===== config.mk =====
export PLATFORM = sky130hd
export DESIGN_NAME = mem_arbiter
export DESIGN_NICKNAME = d
export VERILOG_FILES = /design/src/rtl/mem_pkg.sv /design/src/rtl/mem_arbiter.sv
export SDC_FILE = /design/constraint.sdc
export NUM_CORES = 1
export LEC_CHECK = 0
export CORE_AREA = 2 2 289 291
export CTS_CLUSTER_DIAMETER = 30
export DETAILED_ROUTE_END_ITERATION = 7
export DIE_AREA = 0 0 291 293
export PLACE_DENSITY = 0.3
export SYNTH_ARGS = -nofsm -noshare
export SYNTH_HDL_FRONTEND = slang
export SYNTH_SLANG_ARGS = --single-unit

===== constraint.sdc =====
create_clock -name clk -period 4 [get_ports clk]
set_input_delay 0.8 -clock clk [delete_from_list [all_inputs] [get_ports clk]]
set_output_delay 0.8 -clock clk [all_outputs]
set_load 0.01 [all_outputs]

===== src/rtl/mem_pkg.sv =====
// Shared definitions for the memory arbiter.
//   state_e    : arbiter FSM states (IDLE, GNT_I, GNT_D)
//   gnt_id_e   : grant identifiers for the round-robin record (I-cache / D-cache)
//   *_DEF      : default block-address and block-data widths
package mem_pkg;

    localparam int ADDR_W_DEF = 28;
    localparam int DATA_W_DEF = 128;

    typedef enum logic [1:0] {
        IDLE  = 2'd0,
        GNT_I = 2'd1,
        GNT_D = 2'd2
    } state_e;

    typedef enum logic {
        ID_I = 1'b0,
        ID_D = 1'b1
    } gnt_id_e;

endpackage


===== src/rtl/mem_arbiter.sv =====
// Two-client memory arbiter: I-cache (read only) and D-cache (read / write-back)
// share one memory port. Arbitration happens only in IDLE; ties go round-robin.
// Ports:
//   clk, rst_n                 : clock, async active-low reset
//   ic_read, ic_addr           : I-cache request (held until ic_ready)
//   ic_ready, ic_rdata         : I-cache completion / read data
//   dc_read, dc_write, dc_addr,
//   dc_wdata                   : D-cache request (held until dc_ready)
//   dc_ready, dc_rdata         : D-cache completion / read data
//   mem_read, mem_write,
//   mem_addr, mem_wdata        : memory command (registered)
//   mem_rdata, mem_ready       : memory response
module mem_arbiter
    import mem_pkg::*;
#(
    parameter int ADDR_W = ADDR_W_DEF,
    parameter int DATA_W = DATA_W_DEF
) (
    input  logic              clk,
    input  logic              rst_n,
    input  logic              ic_read,
    input  logic [ADDR_W-1:0] ic_addr,
    output logic              ic_ready,
    output logic [DATA_W-1:0] ic_rdata,
    input  logic              dc_read,
    input  logic              dc_write,
    input  logic [ADDR_W-1:0] dc_addr,
    input  logic [DATA_W-1:0] dc_wdata,
    output logic              dc_ready,
    output logic [DATA_W-1:0] dc_rdata,
    output logic              mem_read,
    output logic              mem_write,
    output logic [ADDR_W-1:0] mem_addr,
    output logic [DATA_W-1:0] mem_wdata,
    input  logic [DATA_W-1:0] mem_rdata,
    input  logic              mem_ready
);

    state_e            state;
    gnt_id_e           last_gnt;
    logic [ADDR_W-1:0] cmd_addr;
    logic [DATA_W-1:0] cmd_wdata;

    logic dc_req;
    logic pick_d;

    // D wins when alone, or on a tie when I was served last.
    always_comb begin
        dc_req = dc_read | dc_write;
        pick_d = dc_req && (!ic_read || (last_gnt == ID_I));
    end

    always_ff @(posedge clk or negedge rst_n) begin
        if (!rst_n) begin
            state     <= IDLE;
            last_gnt  <= ID_I;
            cmd_addr  <= '0;
            cmd_wdata <= '0;
            mem_read  <= 1'b0;
            mem_write <= 1'b0;
        end else begin
            case (state)
                IDLE: begin
                    if (pick_d) begin
                        state     <= GNT_D;
                        last_gnt  <= ID_D;
                        cmd_addr  <= dc_addr;
                        cmd_wdata <= dc_wdata;
                        // write outranks read if both are raised
                        mem_write <= dc_write;
                        mem_read  <= ~dc_write;
                    end else if (ic_read) begin
                        state     <= GNT_I;
                        last_gnt  <= ID_I;
                        cmd_addr  <= ic_addr;
                        cmd_wdata <= '0;
                        mem_write <= 1'b0;
                        mem_read  <= 1'b1;
                    end
                end
                GNT_I, GNT_D: begin
                    // Hold the command regardless of the requester until memory answers.
                    if (mem_ready) begin
                        state     <= IDLE;
                        mem_read  <= 1'b0;
                        mem_write <= 1'b0;
                    end
                end
                default: begin
                    state     <= IDLE;
                    mem_read  <= 1'b0;
                    mem_write <= 1'b0;
                end
            endcase
        end
    end

    assign mem_addr  = cmd_addr;
    assign mem_wdata = cmd_wdata;

    // Completion is forwarded combinationally to the granted cache only;
    // mem_ready seen in IDLE falls through both terms.
    assign ic_ready = (state == GNT_I) && mem_ready;
    assign dc_ready = (state == GNT_D) && mem_ready;
    assign ic_rdata = mem_rdata;
    assign dc_rdata = mem_rdata;

endmodule


### Word level (Yosys, flattened, before mapping)

Index checks and enable logic that the tools add are counted.

| word-level totals | value |
|---|---|
| register bits | 161 |
| output and inout bits | 416 |
| word-level logic and storage cells | 39 |

| operators by class | value |
|---|---|
| eq/ne operators | 4 |
| mux-type cells | 16 |
| bitwise gates (word level) | 3 |
| reduce and logical (&&, ||, !) cells | 10 |

Operators with widths:

| kind | count |
|---|---|
| 128-bit two-way mux | 2 |
| 28-bit two-way mux | 2 |
| 1-bit two-way mux | 6 |
| 2-bit two-way mux | 3 |
| 1-bit one-hot mux with 2 select lines | 2 |
| 2-bit one-hot mux with 2 select lines | 1 |
| 2-bit AND reduction | 2 |
| 1-bit logical AND | 3 |
| 3-bit != test, second input constant | 1 |
| 2-bit by 1-bit == test with 1-bit output, second input constant | 1 |
| 2-bit == test, second input constant | 1 |
| 2-bit logical NOT | 1 |
| 2-bit != test, second input constant | 1 |
| 1-bit inverter | 2 |
| 2-bit nonzero test | 1 |
| 2-bit OR reduction | 1 |
| 1-bit logical NOT | 1 |
| 1-bit logical OR | 1 |
| 1-bit bitwise OR | 1 |

### Depth between registers and ports, before layout

Gate-level depths: netlist of run 1.

| logic depth | value |
|---|---|
| depth after elaboration | 5 |
| gate-level depth with buffers | 7 |
| mapped depth without buffers | 5 |

### Least setup slack after synthesis of run 1

OpenSTA, ideal clock, no wires.

| path | value |
|---|---|
| path type | input -> output |
| start | in mem_ready |
| end | out dc_ready |
| data arrival time | 965 ps |
| data required time | 3200 ps |
| slack | 2235 ps |
| stages on the path | 1 |
| cells stage by stage | and2_1 |

| between the ends | value |
|---|---|
| longest elaborated chain between the ends | 1 |

RTL lines:

| item | line | text |
|---|---|---|
| from (decl) | mem_arbiter.sv:36 | `input logic mem_ready` |
| 1-bit logical AND | mem_arbiter.sv:104 | `assign dc_ready = (state == GNT_D) && mem_ready;` |
| to (decl) | mem_arbiter.sv:29 | `output logic dc_ready,` |

Every way passes these cells.

### Worst setup path in the final report of run 1

| path | value |
|---|---|
| start | reg state[0] |
| end | out dc_ready |

| between the ends | value |
|---|---|
| longest elaborated chain between the ends | 2 |

RTL lines:

| item | line | text |
|---|---|---|
| from (decl) | mem_arbiter.sv:39 | `state_e state;` |
| from (signal assigned) | mem_arbiter.sv:55 | `state <= IDLE;` |
| from (signal assigned) | mem_arbiter.sv:65 | `state <= GNT_D;` |
| from (signal assigned) | mem_arbiter.sv:73 | `state <= GNT_I;` |
| 2-bit == test | mem_arbiter.sv:104 |  |
| 1-bit logical AND | mem_arbiter.sv:104 |  |

Every way passes these cells.

==> results_dict.tcl, run 1 <==
set metrics [dict create \
    ir_drop_v 0.000615 \
    worst-endpoint-required_ps 3200 \
    status "finished clean" \
    via_per_inst 2.81 \
    insertion_delay_ps 500 \
    routedWlPerCell_um 15.3 \
    synth-seq-area-share_pct 50.4 \
    htree_num_levels 4 \
    cts-root-to-sink-buffers 2 \
    synthXorXnorAreaFrac_pct 0 \
    synth-compound-area-share_pct 17.0 \
    hold_ws_ps 262 \
    transition_time_at_the_pin_with_the_least_slew_margin_ps 872 \
    worst-setup-path-type "reg -> out" \
    dominantRegCellSynth "dfrtp_1" \
    finalWeightedCongestion 0.659 \
    worst-path-buf-inv 2 \
    layout_common_cells "clkdlybuf4s50_1, dfrtp_1, a22o_1" \
    crit_fanout 4 \
    yosys.area_share.adder_pct 0.469 \
    cpLargestDelayFamily "buffers and inverters" \
    grt_pass1_wl_um 40900 \
    syn_area_sq_um 8000 \
    setup_viol_count_final 0 \
    ys_types 20 \
    cts_buffers 17 \
    fillers 9172 \
    row_count 105 \
    hold_viol 0 \
    cell_count_after_synthesis 689 \
    layout_commonest_cell "clkdlybuf4s50_1" \
    rsz0062_at_grt "false" \
    worstSetupStartpointType "register" \
    worst_hold_path_type "in -> async" \
    drt_first_pass_iters 4 \
    critical_path_arrival_ps 2040 \
    slew_headroom_pct 41.1 \
    drt_first_iter_violations 164 \
    final_antenna_net_count 0 \
    vias_in_the_first_global_route 5748 \
    timing_max_transition_violations_final 0 \
    multi_input_area_sq_um 1840 \
    timing.clock.skew_ps 22.1 \
    power.static_leakage_nw 4.53 \
    cts.root.buffer_cell "clkbuf_16" \
    cts_setup_buffers 0 \
    largest_net_degree_at_the_start_of_global_routing 112 \
    post_route_clock_period_utilization_pct 71.0 \
    chipWidth_um 291 \
    start_util_pct 9.78 \
    drive_above_1_share_pct 5.24 \
    yosys-mux-area-fraction_pct 3.50 \
    detailroute.via_count 5208 \
    global_route.overflow_total 0 \
    path_clk_slew_ps 70 \
    critical_path_cell_list "inv_1 > ha_1 > and2_1 > clkdlybuf4s50_1" \
    globalRouteTotalUtil_pct 6.74 \
    post-route-drc-count 0 \
    die_area_sq_um 85300 \
    tritoncts_clock_tree "yes" \
    postSynthRegisterBits 161 \
    syn-mean-instance-area_sq_um 11.6 \
    num-nets-final 1093 \
    power.density_cell_area_nw_per_um2 736 \
    drt-total-wl_um 28300 \
    synth_warnings 0 \
    setup.worst_path.end_class "output pin" \
    fin_tns_setup_ps 0 \
    postSynthNetCount 1010 \
    finalWorstSetupSlack_ps 1160 \
    post-place-cells 1823 \
    max_clock_freq_mhz 352 \
    design.core.area_sq_um 81800 \
    synth_edf_count 0 \
    clock_sinks 161 \
    seq_area_sq_um 4030 \
    io_pins 734 \
    simple_gate_area_share_of_the_yosys_netlist_pct 1.80 \
    place.detailed.hpwl_um 20600 \
    cts_resized 0 \
    critical_path.max_stage_delay_ps 570 \
    main_combinational_cell_family_by_area_after_synthesis "buffers and inverters" \
    hold_fix_buffer_count_after_cts 0 \
    die_height_um 293 \
    area_growth_syn_to_layout_pct 42.8 \
    critPathSlowestCell "dfrtp_1" \
    port_buffers 349 \
    min_period_ps 2840 \
    max_cap_viol_count 0 \
    initial_antenna_violation_count 2 \
    dpl_worst_slack_ps 1230 \
    finish.cell_count_without_fillers 1854 \
    async_flop_share_pct 100 \
]
## layer usage
| metal | GRT usage (%) | share of wire [%] | up-vias | routed length (um) |
|---|---|---|---|---|
| li1 | - | - | 2300 | - |
| met1 | 6.80 | 37 | 2441 | 10400 |
| met2 | 10.2 | 46 | 356 | 13000 |
| met3 | 3.89 | 11 | 109 | 3160 |
| met4 | 5.35 | 5.9 | 2 | 1680 |
| met5 | 0 | 0.025 | - | 7 |
## per-stage QoR
step / utilization [%] / instance area, sq um / power, mW
2_1_floorplan: - / 8000 / 4.81
3_3_place_gp: 13.2 / 10800 / 6.80
3_5_place_dp: 13.2 / 10800 / 6.77
4_1_cts: 14.0 / 11400 / 8.68
5_1_grt: 14.0 / 11400 / 9.01
6_report: 14.0 / 11400 / 8.41
## worst paths after layout
check,depth (start not counted),to,from,slack [ps]
worst max-delay path,4,dc_ready,state[0]$_DFFE_PN0P_,1160
worst min-delay path,1,mem_wdata[34]$_DFFE_PN0P_,rst_n,260
worst max register to register,5,state[1]$_DFFE_PN0P_,state[0]$_DFFE_PN0P_,1600
worst min register to register,2,mem_addr[7]$_DFFE_PN0P_,mem_addr[7]$_DFFE_PN0P_,480
max in group asynchronous,2,mem_wdata[91]$_DFFE_PN0P_,rst_n,2820
min in group clk,2,mem_addr[7]$_DFFE_PN0P_,mem_addr[7]$_DFFE_PN0P_,480
## synthesized netlist by cell type (2+ instances only)
cell | count | share of area (%)
buf_4 | 270 | 25
mux2i_1 | 28 | 3.5
a22o_1 | 128 | 14
inv_1 | 4 | 0.19
ha_1 | 3 | 0.47
and2_1 | 3 | 0.23
clkbuf_1 | 2 | 0.094
buf_2 | 20 | 1.3
dfrtp_1 | 161 | 50
nand2_1 | 30 | 1.4
o2bb2ai_1 | 4 | 0.44
o21ai_0 | 28 | 1.8
## worst register-to-register path, stage by stage, from the launching register on
cell,delay (ps)
dfrtp_1,520
inv_1,140
ha_1,490
inv_1,180
o41ai_1,800
o2bb2ai_1,190
## flip-flops by register name, summed over array words and instances (netlist names)
name	flops
last_gnt	1
mem_addr	28
mem_read	1
mem_wdata	128
mem_write	1
state	2
## power by group
group / internal (mW) / switching [mW]
sequential: 2.35 / 0.418
clock: 0.976 / 0.787
combinational: 2.08 / 1.80
total: 5.40 / 3.01
## cell families after synthesis
logic type	count (synthesis)
adders and majority gates	3
muxes	28
AOI/OAI and AO/OA	165
buffers and inverters	297
DFF	161
and+or+nand+nor	35
## cell type report
type | count | area share, %
Antenna cell | 1 | 0.0219
Clock inverter | 12 | 1.41
Timing Repair Buffer | 357 | 31.6
Inverter | 4 | 0.131
Multi-Input combinational cell | 231 | 16.1
Clock buffer | 18 | 3.75
Tap cell | 1070 | 11.7
Sequential cell | 161 | 35.2
No activity file was read; power rests on OpenSTA's default activity.
==> run 2, diff against run 1 <==
Settings changed: CORE_AREA 2 2 289 291 to 2 2 283 285, DIE_AREA 0 0 291 293 to 0 0 285 287, PLACE_DENSITY 0.3 to 0.31.
Clock period 4 ns to 2.44 ns, I/O delays scaled along.
==> run 2 against run 1 <==
  * Combinational power increased by 76%
  * Design area grew 2.8%
  * Global-route usage about the same
  * Utilization up 0.98 points
  * Routed wire length down 2.3%
  * Cell count increased by 1.1%
  * Sequential share of layout area down 0.95 points
  * Die area decreased by 4.1%
  * Via count increased by 2.8%
  * Non-clock buffer count up 39
==> results_dict.tcl, run 2 (synthesized netlist as in run 1, its figures left out) <==
set metrics [dict create \
    status "finished clean" \
    layout_common_cells "clkdlybuf4s50_1, dfrtp_1, a22o_1" \
    r2r_slack_ps 730 \
    drt-total-wl_um 27600 \
    clock_sinks 161 \
    tritoncts_clock_tree "yes" \
    cts_setup_buffers 0 \
    htree_num_levels 4 \
    worstRegToRegCells 7 \
    row_count 103 \
    finalCoreUtilization_pct 14.9 \
    critical_path_arrival_ps 1780 \
    setup.worst_path.end_class "output pin" \
    path_clk_slew_ps 70 \
    worstReg2RegEnd "mem_wdata[74]$_DFFE_PN0P_" \
    rsz0062_at_grt "false" \
    setup_viol_count_final 0 \
    worstSetupStartpointType "register" \
    worst-setup-path-type "reg -> out" \
    crit_fanout 3 \
    io_pins 734 \
    p_total_mw 14.1 \
    drt_first_iter_violations 95 \
    hold_path_startpoint "mem_addr[17]$_DFFE_PN0P_" \
    initial_antenna_violation_count 1 \
    globalRouteTotalUtil_pct 6.71 \
    critical_path.max_stage_delay_ps 550 \
    power.density_cell_area_nw_per_um2 1200 \
    timing_max_transition_violations_final 0 \
    place.detailed.hpwl_um 20700 \
    critical_path_cell_list "inv_1 > ha_1 > and2_1 > clkdlybuf4s50_1" \
    port_buffers 349 \
    final_antenna_net_count 0 \
    cts_buffers 17 \
    design.core.area_sq_um 78600 \
    via_per_inst 2.86 \
    post-route-drc-count 0 \
    die_height_um 287 \
    fillers 8838 \
    transition_time_at_the_pin_with_the_least_slew_margin_ps 606 \
    drive_above_1_share_pct 9.83 \
    routedWlPerCell_um 14.7 \
    max_clock_freq_mhz 441 \
    worst_hold_path.endpoint "mem_addr[17]$_DFFE_PN0P_" \
    worst-endpoint-required_ps 1950 \
    layout_commonest_cell "clkdlybuf4s50_1" \
    chipWidth_um 285 \
    detailroute.via_count 5356 \
    largest_reg_flops 128 \
    min_delay_path_depth 2 \
    timing.clock.skew_ps 13.0 \
    worst_hold_path_type "reg -> reg" \
    vias_in_the_first_global_route 5819 \
    finalWeightedCongestion 0.671 \
    ir_drop_v 0.000466 \
    slew_headroom_pct 59.6 \
    rr_startpoint "state[0]$_DFFE_PN0P_" \
    insertion_delay_ps 470 \
    drt_first_pass_iters 4 \
    largest_net_degree_at_the_start_of_global_routing 49 \
    multi_input_area_sq_um 1840 \
    hold_viol 0 \
    max_cap_viol_count 0 \
    cts-root-to-sink-buffers 2 \
    fin_tns_setup_ps 0 \
    area_growth_syn_to_layout_pct 46.8 \
    cts.root.buffer_cell "clkbuf_16" \
    global_route.overflow_total 0 \
    num-nets-final 1132 \
    die_area_sq_um 81800 \
    seq_area_sq_um 4030 \
    start_util_pct 10.2 \
    critPathSlowestCell "clkdlybuf4s50_1" \
    post_route_clock_period_utilization_pct 92.9 \
    min_period_ps 2270 \
    grt_pass1_wl_um 39800 \
    power.static_leakage_nw 4.76 \
]
==> run 2: area by class of cell <==
class | instances | area share, %
Sequential cell | 161 | 34.3
Timing Repair Buffer | 396 | 33.9
Multi-Input combinational cell | 231 | 15.6
Tap cell | 1050 | 11.2
Clock buffer | 19 | 3.77
Clock inverter | 13 | 1.09
Inverter | 4 | 0.128
Antenna cell | 1 | 0.0213
==> run 2: repair_timing <==
| item | in CTS | in global routing |
|---|---|---|
| hold buffers | 1 | 0 |
| gates resized for setup | 0 | 1 |
| setup endpoints to repair | 0 | 1 |
| hold endpoints to repair | 28 | 0 |
==> run 2: critical path, delay by kind of cell, from the launching register on <==
kind,cells,cell delay (ps)
buf+inv,2,630
simple gates,1,130
flops,1,410
fa+ha+maj,1,150
==> run 2: stage by stage <==
step	area, sq um	setup slack (ps)	instances	hold WS (ps)
floorplan	8000	951	689	192
CTS	11700	20.8	1874	487
global placement	11200	256	1841	467
finish	11700	172	1875	481
detailed placement	11200	224	1841	469
global route	11700	40.9	1875	511
==> run 2: worst max path at each step <==
stage | start | end | slack, ps | depth (start not counted)
after floorplan | state[0]$_DFFE_PN0P_ | mem_write$_DFFE_PN0P_ | 950 | 5
after global placement | dc_write | mem_wdata[53]$_DFFE_PN0P_ | 260 | 5
after detailed placement | ic_read | mem_addr[21]$_DFFE_PN0P_ | 220 | 5
after CTS | state[0]$_DFFE_PN0P_ | dc_ready | 20 | 4
after global routing | state[1]$_DFFE_PN0P_ | ic_ready | 40 | 4
final | state[1]$_DFFE_PN0P_ | ic_ready | 170 | 4
==> run 2: report_power, final <==
part | leakage (nW) | internal, mW | switching [mW] | total, mW
combinational | 2.44 | 3.80 | 3.01 | 6.81
clock | 0.277 | 1.45 | 1.30 | 2.75
sequential | 2.04 | 3.86 | 0.670 | 4.53
total | 4.76 | 9.11 | 4.98 | 14.1
==> run 2: routing by layer <==
layer / share of wire, % / GRT usage [%]
met2: 45 / 9.94
met1: 37 / 6.96
met4: 6.3 / 5.56
met3: 11 / 3.71
met5: 0 / 0
